===== config.mk =====
export PLATFORM = sky130hd
export DESIGN_NAME = unidade_controle_rodadas
export DESIGN_NICKNAME = d
export VERILOG_FILES = /design/src/rtl/unidade_controle_rodadas.sv
export SDC_FILE = /design/constraint.sdc
export NUM_CORES = 1
export LEC_CHECK = 0
export ABC_CLOCK_PERIOD_IN_PS = 2300
export CORE_AREA = 3 3 40 42
export CTS_BUF_LIST = sky130_fd_sc_hd__clkbuf_8 sky130_fd_sc_hd__clkbuf_16
export DETAILED_ROUTE_END_ITERATION = 10
export DIE_AREA = 0 0 43 45
export DONT_BUFFER_PORTS = 1
export PLACE_DENSITY = 0.57
export SLEW_MARGIN = 30
export SYNTH_ARGS = -nofsm -noshare
export SYNTH_HDL_FRONTEND = slang
export SYNTH_SLANG_ARGS = --single-unit

===== constraint.sdc =====
create_clock -name clock -period 2.3 [get_ports clock]
set_input_delay 0.23 -clock clock [delete_from_list [all_inputs] [get_ports clock]]
set_output_delay 0.23 -clock clock [all_outputs]
set_load 0.005 [all_outputs]

===== src/rtl/unidade_controle_rodadas.sv =====
// Round controller for the memory game: plays the stored sequence, then checks the player's moves.
// Latency: jogar to first mostra_led in 2 edges; jogada to conta_E/conta_L in 3 edges.
// Backpressure: none; jogada is a one-cycle pulse consumed only in ESPERA, jogar only in INICIAL/terminal states.
module unidade_controle_rodadas #(
   parameter int ESTADO_W = 4
) (
   input  logic                clock,
   input  logic                reset,
   input  logic                jogar,
   input  logic                nivel,
   input  logic                fim_E,
   input  logic                fim_L_facil,
   input  logic                fim_L_dificil,
   input  logic                fim_T,
   input  logic                timeout,
   input  logic                jogada,
   input  logic                igual,
   output logic                zera_E,
   output logic                conta_E,
   output logic                zera_L,
   output logic                conta_L,
   output logic                zera_R,
   output logic                registra_R,
   output logic                zera_T,
   output logic                conta_T,
   output logic                mostra_led,
   output logic                pronto,
   output logic                ganhou,
   output logic                perdeu,
   output logic                db_timeout,
   output logic                nivel_reg,
   output logic [ESTADO_W-1:0] db_estado
);

   // State codes are exported on db_estado, so they are pinned explicitly.
   typedef enum logic [3:0] {
      INICIAL     = 4'h0,
      PREPARA     = 4'h1,
      MOSTRA      = 4'h2,
      PROX_MOSTRA = 4'h3,
      ESPERA      = 4'h4,
      REGISTRA    = 4'h5,
      COMPARA     = 4'h6,
      PROX_JOGADA = 4'h7,
      PROX_RODADA = 4'h8,
      FIM_ACERTO  = 4'hA,
      FIM_TIMEOUT = 4'hD,
      FIM_ERRO    = 4'hE
   } estado_t;

   estado_t estado;
   estado_t proximo;
   logic    ultima;

   // Last round depends on the level latched at game start, not the live input.
   assign ultima = nivel_reg ? fim_L_dificil : fim_L_facil;

   // State register; reset wins over any pending transition.
   always_ff @(posedge clock) begin
      if (reset) begin
         estado <= INICIAL;
      end else begin
         estado <= proximo;
      end
   end

   // Level is captured once per game so a mid-game change of nivel has no effect.
   always_ff @(posedge clock) begin
      if (reset) begin
         nivel_reg <= 1'b0;
      end else if (estado == PREPARA) begin
         nivel_reg <= nivel;
      end
   end

   // Next-state and control decode; every output defaults low.
   always_comb begin
      proximo    = estado;
      zera_E     = 1'b0;
      conta_E    = 1'b0;
      zera_L     = 1'b0;
      conta_L    = 1'b0;
      zera_R     = 1'b0;
      registra_R = 1'b0;
      zera_T     = 1'b0;
      conta_T    = 1'b0;
      mostra_led = 1'b0;
      pronto     = 1'b0;
      ganhou     = 1'b0;
      perdeu     = 1'b0;
      db_timeout = 1'b0;

      case (estado)
         INICIAL: begin
            if (jogar) begin
               proximo = PREPARA;
            end
         end

         PREPARA: begin
            zera_E  = 1'b1;
            zera_L  = 1'b1;
            zera_R  = 1'b1;
            zera_T  = 1'b1;
            proximo = MOSTRA;
         end

         MOSTRA: begin
            mostra_led = 1'b1;
            conta_T    = 1'b1;
            if (fim_T) begin
               proximo = PROX_MOSTRA;
            end
         end

         // The only state whose E control depends on an input: rewind E after
         // the last shown item so the move phase starts from item 0.
         PROX_MOSTRA: begin
            zera_T = 1'b1;
            if (fim_E) begin
               zera_E  = 1'b1;
               proximo = ESPERA;
            end else begin
               conta_E = 1'b1;
               proximo = MOSTRA;
            end
         end

         // A press in the same cycle as the timeout still counts as a move.
         ESPERA: begin
            conta_T = 1'b1;
            if (jogada) begin
               proximo = REGISTRA;
            end else if (timeout) begin
               proximo = FIM_TIMEOUT;
            end
         end

         REGISTRA: begin
            registra_R = 1'b1;
            zera_T     = 1'b1;
            proximo    = COMPARA;
         end

         COMPARA: begin
            if (!igual) begin
               proximo = FIM_ERRO;
            end else if (fim_E) begin
               proximo = ultima ? FIM_ACERTO : PROX_RODADA;
            end else begin
               proximo = PROX_JOGADA;
            end
         end

         PROX_JOGADA: begin
            conta_E = 1'b1;
            proximo = ESPERA;
         end

         PROX_RODADA: begin
            conta_L = 1'b1;
            zera_E  = 1'b1;
            zera_T  = 1'b1;
            proximo = MOSTRA;
         end

         FIM_ACERTO: begin
            pronto = 1'b1;
            ganhou = 1'b1;
            if (jogar) begin
               proximo = PREPARA;
            end
         end

         FIM_ERRO: begin
            pronto = 1'b1;
            perdeu = 1'b1;
            if (jogar) begin
               proximo = PREPARA;
            end
         end

         FIM_TIMEOUT: begin
            pronto     = 1'b1;
            perdeu     = 1'b1;
            db_timeout = 1'b1;
            if (jogar) begin
               proximo = PREPARA;
            end
         end

         default: begin
            proximo = INICIAL;
         end
      endcase
   end

   assign db_estado = ESTADO_W'(estado);

endmodule

Word-level counts from Yosys, hierarchy flattened
Index checks and enable logic that the tools add are counted.
{"block": "totals", "regBits": 5, "latchBits": 0, "mem_bits_rw": 0, "rom_bits": 0, "output_inout_bits": 18, "wordCells": 48, "memories": 0}
{"block": "classes", "add_sub_neg": 0, "n_mul": 0, "div": 0, "n_lt_le_gt_ge": 0, "n_eq_ne": 14, "shift": 0, "mux": 24, "bitwise": 0, "n_reduce_logical": 8}
{"op": "one-hot mux 4 bit (8 select lines)", "n": 1}
{"op": "two-way mux 4 bit", "n": 6}
{"op": "== test 4 x 3 -> 1 bit, second input constant", "n": 4}
{"op": "== test 4 bit, second input constant", "n": 4}
{"op": "two-way mux 1 bit", "n": 13}
{"op": "== test 4 x 2 -> 1 bit, second input constant", "n": 2}
{"op": "OR reduction 4 bit", "n": 2}
{"op": "OR reduction 2 bit", "n": 3}
{"op": "== test 4 x 1 -> 1 bit, second input constant", "n": 1}
{"op": "zero test 4 bit", "n": 1}
{"op": "one-hot mux 1 bit (2 select lines)", "n": 2}
{"op": "two-way mux 3 bit", "n": 1}
{"op": "inequality test 3 bit, second input constant", "n": 1}
{"op": "AND reduction 3 bit", "n": 1}
{"op": "OR reduction 3 bit", "n": 1}
{"op": "two-way mux 2 bit", "n": 1}
{"op": "inequality test 2 x 1 -> 1 bit, second input constant", "n": 1}
{"op": "inequality test 2 bit, second input constant", "n": 1}

Longest topological paths before layout
Gate-level depths: netlist (run 1).
{"block": "depth", "ltp_word": 5, "mapped_depth": 5, "depth_no_buf": 4}

Worst setup path before layout (run 1)
OpenSTA, ideal clock, no wires.
{"block": "synth_timing", "path_kind": "flip-flop to flip-flop", "startpoint": "register estado[2], in the netlist db_estado[2]", "endpoint": "register estado[2], in the netlist db_estado[2]", "arrival_ps": 1413, "t_required_ps": 2169, "setup_slack_ps": 756, "stages_incl_launch_ff": 6, "period_less_slack_ps": 1544, "cell_sequence": "dfxtp_1 buf_6 or4_4 a31oi_4 or2_4 o41ai_1"}
{"block": "synth_between", "elab_chain_cells": 4}
{"item": "from (decl)", "line_no": "51", "rtl": "estado_t estado;"}
{"item": "from (signal assigned)", "line_no": "63", "rtl": "estado <= proximo;"}
{"item": "== test 4 bit or zero test 4 bit (tied branches)", "line_no": "93", "rtl": "case (estado)"}
{"item": "OR reduction 4 bit (no line)"}
{"item": "inequality test 2 x 1 -> 1 bit (no line)"}
{"item": "AND reduction 3 bit (no line)"}
Parallel ways exist; a longest one is shown, timed or not.
A chain may end at the register's enable or synchronous reset.

Worst setup path after layout (run 1)
{"block": "layout_timing", "startpoint": "register estado[1], in the netlist db_estado[1]", "endpoint": "register estado[1], in the netlist db_estado[1]"}
The elaborated chain is that of the path after synthesis.

==> results of run 1 <==
routing by layer:
| layer | wire length (um) | GRT usage [%] | part of all wire, % |
|---|---|---|---|
| met5 | 0 | 0 | 0 |
| met4 | 0 | 5.42 | 0 |
| met3 | 92 | 4.78 | 7.4 |
| met2 | 587 | 18.3 | 47 |
| met1 | 559 | 15.7 | 45 |
worst max-delay path by stage:
stage / startpoint / to / slack (ps) / depth (start not counted)
3_5_place_dp: db_estado[1] / db_estado[1] / 500 / 4
3_3_place_gp: db_estado[1] / db_estado[1] / 560 / 4
6_report: db_estado[1] / db_estado[1] / 500 / 4
4_1_cts: db_estado[1] / db_estado[1] / 490 / 4
2_1_floorplan: db_estado[2] / db_estado[2] / 760 / 5
5_1_grt: db_estado[1] / db_estado[2] / 400 / 4
layout by cell type, fill, tap and decap left out:
cell type	instances
clkbuf_8	3
a21oi_1	4
o41ai_1	1
o311a_1	1
o21bai_1	1
mux2i_1	2
a211oi_1	1
o21a_1	1
or2_4	1
a32oi_1	1
xnor2_1	1
nor2b_1	1
inv_1	4
nor2_1	6
o211ai_1	1
nor4b_1	1
o21ai_0	2
dfxtp_1	5
a31o_2	1
nand3b_1	1
a31oi_1	2
nor3_1	4
nand2_1	3
o22ai_1	1
or4_4	1
buf_4	2
nand4b_1	1
o31ai_1	1
a31oi_4	1
nor3b_1	3
nand2b_1	7
nand3_1	4
a21o_1	1
kinds of logic (layout without fill, tap and decap cells):
group,count (synthesis),after routing,synth area share (%)
DFF,5,5,19.1
xor gates and xnor gates,1,1,1.67
buffers and inverters,10,9,9.81
muxes,2,2,3.83
AOI/OAI and AO/OA,20,20,29.0
and+or+nand+nor,33,33,36.6
stage by stage:
step | power [mW] | setup WS, ps
after CTS | 0.638 | 493
after detailed placement | 0.480 | 498
after global routing | 0.686 | 404
final | 0.629 | 498
after floorplan | 0.451 | 756
after global placement | 0.478 | 556
cell type report:
| class | count | area share, % |
|---|---|---|
| multi-input combinational | 56 | 66.1 |
| sequential | 5 | 17.8 |
| clock buffer | 3 | 7.35 |
| tap | 15 | 3.34 |
| timing repair buffer | 2 | 2.67 |
| inverter | 3 | 2.00 |
| clock inverter | 1 | 0.668 |
critical path, delay by kind of cell (launching register included):
kind | cells | cell delay (ps)
and+or+nand+nor | 2 | 570
AOI/OAI and AO/OA | 2 | 430
DFF | 1 | 700
report_power, final:
part / switching [mW] / internal, mW
clock: 0.0391 / 0.114
combinational: 0.139 / 0.147
sequential: 0.0800 / 0.109
==> impl_metrics.env, run 1 <==
export IMPL_synth_edff_count=0
export IMPL_syn_inst=71
export IMPL_tightest_slew_ps=609
export IMPL_fillers=138
export IMPL_ant_nets=0
export IMPL_path_class="register to register"
export IMPL_dieArea_sq_um=1940
export IMPL_cts_root_buffer="clkbuf_8"
export IMPL_fp_dieH_um=45
export IMPL_async_flop_share_pct=0
export IMPL_finClkSkew_ps=1.16
export IMPL_fmax_ghz=0.555
export IMPL_num_vias=514
export IMPL_syn2layout_area_growth_pct=7.42
export IMPL_fin_cells=85
export IMPL_grt_use_total_pct=12.3
export IMPL_fin_crit_ps=1800
export IMPL_dp_cells=81
export IMPL_gr_total_overflow=0
export IMPL_grt_start_max_net_pins=21
export IMPL_slowest_stage="dfxtp_1"
export IMPL_wirelength_um=1240
export IMPL_final_nets=82
export IMPL_cts_buffers=3
export IMPL_relSlewSlack_pct=59.3
export IMPL_multi_input_area_sq_um=372
export IMPL_synth_most_common_cell="nand2b_1"
export IMPL_worst_hold_path_type="primary input to register"
export IMPL_critPathLaunchType="register"
export IMPL_peakVddDrop_v=0.000538
export IMPL_post_cts_setup_buffers=0
export IMPL_ios=29
export IMPL_post_dp_hpwl_um=937
export IMPL_syn_nets=82
export IMPL_cp_cell_sequence="nand4b_1 > a31oi_4 > or2_4 > o311a_1"
export IMPL_r2r_cells=4
export IMPL_setup_tns_ps=0
export IMPL_final_period_utilization_pct=78.4
export IMPL_min_from="reset"
export IMPL_p_leak_nw=0.200
export IMPL_fin_area_sq_um=562
export IMPL_synthTopCellsByArea="dfxtp_1, nand2b_1, nor2_1"
export IMPL_register_area_sq_um=100
export IMPL_drv_cap=0
export IMPL_whs_path_depth=1
export IMPL_routed_via_density=6.05
export IMPL_cpPeakStageDelay_ps=700
export IMPL_initial_core_util_pct=40.7
export IMPL_run_status="completed"
export IMPL_worstSetupEndpointType="register"
export IMPL_clk_pin_slew_ps=30
export IMPL_final_max_slew_viol_count=0
export IMPL_ff2ff_setup_slack_ps=500
export IMPL_drive_gt1_share_pct=12.9
export IMPL_cp_required_ps=2400
export IMPL_fin_util_pct=43.7
export IMPL_clk_latency_ps=220
export IMPL_gp_congestion=0.767
export IMPL_ctsResizeCount=0
export IMPL_placed_area_sq_um=517
export IMPL_largest_reg_flops=4
export IMPL_synth_top_area_share_pct=19.1
export IMPL_synthFlopType="dfxtp_1"
export IMPL_cts_tree="yes"
export IMPL_drc=0
export IMPL_hold_end="nivel_reg"
export IMPL_fin_hold_ws_ps=82.9
export IMPL_synthTopCellsByCount="nand2b_1, nor2_1, dfxtp_1"
export IMPL_r2r_start="db_estado[1]"
export IMPL_cts_sinks=5
export IMPL_rsz0062_at_grt="no"
export IMPL_io_buffers=0
export IMPL_wl_per_cell_um=14.6
export IMPL_power_density_nw_per_um2=1120
export IMPL_grt_antenna_before_repair=0
export IMPL_synth_warnings=0
export IMPL_htreeDepth=1
export IMPL_postSynthAreaPerCell_sq_um=7.37
export IMPL_drtIter0Drc=14
export IMPL_hold_viol_final=0
export IMPL_grt_pass1_wl_um=1790
export IMPL_reg2reg_to="db_estado[1]"
export IMPL_ys_types=35
export IMPL_setup_violations=0
export IMPL_holdBufCountCts=0
export IMPL_seq_area_frac_synth_pct=19.1
export IMPL_die_width_um=43
export IMPL_cts_buffer_depth=2
export IMPL_first_global_vias=412
export IMPL_rows=13
export IMPL_core_area_sq_um=1280
export IMPL_syn_cell_area_sq_um=523
export IMPL_yosys_area_top_type="dfxtp_1"
export IMPL_ys_ff_latch=5
export IMPL_dr_pass1_iters=4
export IMPL_critPathMaxFanout=20
export IMPL_n_antenna_cell=0
export IMPL_arrival_ps=1900
No activity file was read; power rests on OpenSTA's default activity.
==> run 2, diff against run 1 <==
Settings changed: ABC_CLOCK_PERIOD_IN_PS 2300 to 1500, PLACE_DENSITY 0.57 to 0.58.
Clock period 2.3 ns to 1.5 ns, I/O delays scaled along.
==> run 2 against run 1 <==
Via count up 20%. Final cell count increased by 19%. Combinational power rose to 2.6 times the previous value.
==> impl_metrics.env, run 2 (synthesis gave the netlist of run 1 again) <==
export IMPL_clk_pin_slew_ps=40
export IMPL_register_area_sq_um=106
export IMPL_post_dp_hpwl_um=1070
export IMPL_ant_nets=0
export IMPL_cts_buffer_depth=2
export IMPL_fin_area_sq_um=732
export IMPL_p_clk_share_pct=20.6
export IMPL_critPathMaxFanout=9
export IMPL_final_max_slew_viol_count=0
export IMPL_fin_cells=101
export IMPL_placed_area_sq_um=601
export IMPL_arrival_ps=1310
export IMPL_final_cell_mix="buf_4, nand2b_1, nor2_1"
export IMPL_num_vias=615
export IMPL_routed_via_density=6.09
export IMPL_worst_path_buf_inv=2
export IMPL_dieArea_sq_um=1940
export IMPL_drive_gt1_share_pct=38.4
export IMPL_fin_hold_ws_ps=30.0
export IMPL_finClkSkew_ps=3.89
export IMPL_min_from="reset"
export IMPL_grt_pass1_wl_um=2270
export IMPL_grt_start_max_net_pins=16
export IMPL_syn2layout_area_growth_pct=40.0
export IMPL_fp_dieH_um=45
export IMPL_startpoint="db_estado[1]"
export IMPL_cpPeakStageDelay_ps=350
export IMPL_gp_congestion=0.917
export IMPL_grt_antenna_before_repair=0
export IMPL_largest_reg_flops=4
export IMPL_initial_core_util_pct=40.7
export IMPL_ios=29
export IMPL_cts_root_buffer="clkbuf_8"
export IMPL_wl_per_cell_um=16.3
export IMPL_n_antenna_cell=0
export IMPL_p_leak_nw=0.290
export IMPL_core_area_sq_um=1280
export IMPL_cp_cell_sequence="buf_4 > nand2b_2 > nor3_4 > buf_4"
export IMPL_setup_violations=0
export IMPL_clk_latency_ps=230
export IMPL_p_int_uw=733
export IMPL_p_comb_share_pct=61.5
export IMPL_power_density_nw_per_um2=1680
export IMPL_fmax_ghz=0.687
export IMPL_io_buffers=0
export IMPL_peakVddDrop_v=0.000656
export IMPL_switching_share_pct=40.4
export IMPL_fin_crit_ps=1460
export IMPL_htreeDepth=1
export IMPL_r2r_start="db_estado[0]"
export IMPL_cts_buffers=3
export IMPL_critPathLaunchType="register"
export IMPL_path_delay_family="simple AND/OR/NAND/NOR gates"
export IMPL_tightest_slew_ps=267
export IMPL_drc=0
export IMPL_rows=13
export IMPL_cp_required_ps=1350
export IMPL_pwr_share_seq_pct=17.9
export IMPL_run_status="completed"
export IMPL_final_period_utilization_pct=97.0
export IMPL_dp_cells=92
export IMPL_cts_tree="yes"
export IMPL_cts_sinks=5
export IMPL_slowest_stage="dfxtp_4"
export IMPL_path_class="register to output pin"
export IMPL_first_global_vias=522
export IMPL_final_common_cell="buf_4"
export IMPL_power_switching_uw=497
export IMPL_drv_cap=0
export IMPL_multi_input_area_sq_um=408
export IMPL_gr_total_overflow=0
export IMPL_dr_pass1_iters=4
export IMPL_die_width_um=43
export IMPL_worstSetupEndpointType="output pin"
export IMPL_worst_hold_path_type="primary input to register"
export IMPL_relSlewSlack_pct=82.0
export IMPL_fillers=115
export IMPL_drtIter0Drc=27
export IMPL_path_common_cell="buf_4"
export IMPL_grt_use_total_pct=16.0
export IMPL_hold_viol_final=0
export IMPL_final_nets=98
export IMPL_wirelength_um=1650
## run 2: path summary, 6_finish.rpt
check / to / slack (ps) / depth (start not counted)
hold / removal: db_estado[2] / 30 / 1
setup reg to reg: db_estado[1] / 40 / 4
hold reg to reg: nivel_reg / 560 / 2
setup / recovery: zera_R / 40 / 4
## run 2: metrics by stage
stage	utilization [%]	setup WS (ps)	TNS [ps]	power, mW
after global placement	46.7	31.4	0	0.859
after detailed placement	46.7	3.59	0	0.861
final	57.0	44.5	0	1.23
after CTS	52.7	-8.04	-8.04	1.15
after global routing	57.0	-26.4	-26.9	1.31
after floorplan	-	-12.9	-35.6	0.708
## run 2: metal layers
metal / global-route usage, % / share of wire, %
met5: 0 / 0
met4: 5.42 / 1.3
met3: 6.37 / 8.9
met2: 25.1 / 48
met1: 20.0 / 42
## run 2: cell type report
cell class / instances / area share [%]
clock buffer: 3 / 5.64
clock inverter: 1 / 0.513
inverter: 3 / 1.54
multi-input combinational: 56 / 55.7
sequential: 5 / 14.5
tap: 15 / 2.56
timing repair buffer: 18 / 19.5
## run 2: power by group through the flow
stage                     sequential [mW]  combinational (mW)  clock, mW
after detailed placement            0.221               0.639          0
final                               0.220               0.757      0.253
after global placement              0.219               0.640          0
after global routing                0.231               0.814      0.262
after floorplan                     0.206               0.502          0
after CTS                           0.219               0.683      0.251
## run 2: what timing repair did
action / CTS / global route
pin swaps: 3 / 3
hold endpoints to repair: 1 / 0
buffers inserted: 1 / 2
setup endpoints to repair: 6 / 10
hold buffers: 1 / 0
gates cloned: 0 / 1
resized for setup: 4 / 9
==> run 3, diff against run 2 <==
Settings changed: ABC_CLOCK_PERIOD_IN_PS 1500 to 1200, GPL_TIMING_DRIVEN set to 0, TNS_END_PERCENT set to 100.
Clock period 1.5 ns to 1.2 ns, I/O delays scaled along.
==> run 3 against run 2 <==
The flow now finishes with violations (negative setup slack). Clock-buffer cell count unchanged. Via count down 2.0%. Cell area up 16%. Setup slack worse by 500 ps. Critical endpoint is now db_estado[1]. Non-clock buffer count unchanged. First-iteration DRC count down 48%. Critical path depth up 1.
==> impl_metrics.env, run 3 (synthesis gave the netlist of run 1 again) <==
export IMPL_wirelength_um=1700
export IMPL_final_nets=98
export IMPL_whs_path_depth=2
export IMPL_arrival_ps=1810
export IMPL_first_global_vias=540
export IMPL_r2r_cells=5
export IMPL_wl_met1_um=702
export IMPL_initial_core_util_pct=40.7
export IMPL_placed_area_sq_um=549
export IMPL_dieArea_sq_um=1940
export IMPL_p_comb_share_pct=67.2
export IMPL_cts_sinks=5
export IMPL_failed_checks="negative setup slack"
export IMPL_core_area_sq_um=1280
export IMPL_final_period_utilization_pct=138
export IMPL_clk_latency_ps=220
export IMPL_startpoint="db_estado[2]"
export IMPL_gr_total_overflow=0
export IMPL_route_met2_wl_um=843
export IMPL_peakVddDrop_v=0.00119
export IMPL_htreeDepth=1
export IMPL_fp_dieH_um=45
export IMPL_r2r_start="db_estado[2]"
export IMPL_finClkSkew_ps=1.95
export IMPL_drtIter0Drc=14
export IMPL_grt_use_total_pct=17.2
export IMPL_largest_reg_flops=4
export IMPL_power_switching_uw=718
export IMPL_routed_via_density=5.97
export IMPL_grt_pass1_wl_um=2430
export IMPL_p_leak_nw=0.316
export IMPL_ant_nets=0
export IMPL_num_vias=603
export IMPL_cp_required_ps=1360
export IMPL_path_class="register to register"
export IMPL_final_cell_mix="buf_4, buf_6, nor2_1"
export IMPL_fin_area_sq_um=851
export IMPL_reg2reg_to="db_estado[1]"
export IMPL_critPathMaxFanout=6
export IMPL_ios=29
export IMPL_final_common_cell="buf_4"
export IMPL_wl_per_cell_um=16.8
export IMPL_power_mw=1.81
export IMPL_grt_start_max_net_pins=11
export IMPL_drive_gt1_share_pct=48.8
export IMPL_dr_pass1_iters=4
export IMPL_cts_buffer_depth=2
export IMPL_fillers=102
export IMPL_die_width_um=43
export IMPL_syn2layout_area_growth_pct=62.7
export IMPL_p_clk_share_pct=17.1
export IMPL_pwr_share_seq_pct=15.7
export IMPL_wl_met3_um=131
export IMPL_worst_hold_path_type="primary input to register"
export IMPL_rows=13
export IMPL_n_antenna_cell=0
export IMPL_cts_buffers=3
export IMPL_critPathLaunchType="register"
export IMPL_power_density_nw_per_um2=2120
export IMPL_setup_tns_ps=-3330
export IMPL_grt_antenna_before_repair=0
export IMPL_rsz0062_at_grt="yes"
export IMPL_hold_end="nivel_reg"
export IMPL_top_layer_used="met4"
export IMPL_io_buffers=0
export IMPL_post_dp_hpwl_um=1020
export IMPL_drc=0
export IMPL_cts_tree="yes"
export IMPL_min_from="nivel"
export IMPL_final_max_slew_viol_count=0
export IMPL_tightest_slew_ps=264
export IMPL_setup_ws_ps=-457
export IMPL_hold_viol_final=0
export IMPL_p_int_mw=1.09
export IMPL_run_status="finished with violations"
export IMPL_cts_root_buffer="clkbuf_8"
export IMPL_relSlewSlack_pct=82.1
export IMPL_fmax_ghz=0.604
export IMPL_worstSetupEndpointType="register"
export IMPL_ff2ff_setup_slack_ps=-460
export IMPL_fin_crit_ps=1660
export IMPL_setup_violations=15
export IMPL_fin_hold_ws_ps=69.2
export IMPL_switching_share_pct=39.7
export IMPL_drv_cap=0
export IMPL_pre_cts_ws_ps=-430
export IMPL_clk_pin_slew_ps=40
export IMPL_gp_congestion=0.756
run 3: layout make-up:
| cell class | instances | area, sq um | area share (%) |
|---|---|---|---|
| Multi-Input combinational cell | 56 | 479 | 56.3 |
| Sequential cell | 5 | 108 | 12.6 |
| Timing Repair Buffer | 11 | 98.8 | 11.6 |
| Buffer | 7 | 88.8 | 10.4 |
| Clock buffer | 3 | 41.3 | 4.85 |
| Tap cell | 15 | 18.8 | 2.21 |
| Inverter | 3 | 11.3 | 1.32 |
| Clock inverter | 1 | 5.00 | 0.588 |
run 3: worst max-delay path, cell delays in order, from the launching register on:
cell	delay [ps]
dfxtp_2	320
buf_6	130
or4_4	540
a31oi_4	270
or2_4	190
o311a_1	140
run 3: how the worst max path moves through the flow:
stage / to / cells past startpoint
2_1_floorplan: db_estado[2] / 5
5_1_grt: db_estado[1] / 5
3_5_place_dp: nivel_reg / 5
3_3_place_gp: nivel_reg / 5
6_report: db_estado[1] / 5
4_1_cts: db_estado[1] / 5
run 3: per-stage QoR:
step | cells | utilization [%]
final | 101 | 66.2
after global routing | 101 | 66.2
after CTS | 94 | 57.6
after detailed placement | 86 | 42.7
after global placement | 86 | 42.7
after floorplan | 71 | -
run 3: power groups by stage:
stage               Sequential, mW  Combinational (mW)  Clock, mW
global placement             0.268               0.726          0
CTS                          0.282                1.01      0.317
finish                       0.284                1.21      0.309
floorplan                    0.257               0.628          0
detailed placement           0.270               0.730          0
global route                 0.293                1.30      0.338
run 3: per-layer routing:
layer | up-vias | global-route usage, %
li1 | 293 | -
met1 | 283 | 20.4
met2 | 25 | 28.1
met3 | 2 | 6.77
met4 | 0 | 6.63
met5 | - | 0
run 3: repair_timing:
item | 4_1_cts | 5_1_grt
endpoints found under the hold margin | 1 | 1
endpoints found under the setup margin | 17 | 18
pin swaps | 5 | 9
hold buffers | 1 | 1
gates cloned | 0 | 0
resized for setup | 28 | 15
buffers inserted | 3 | 6
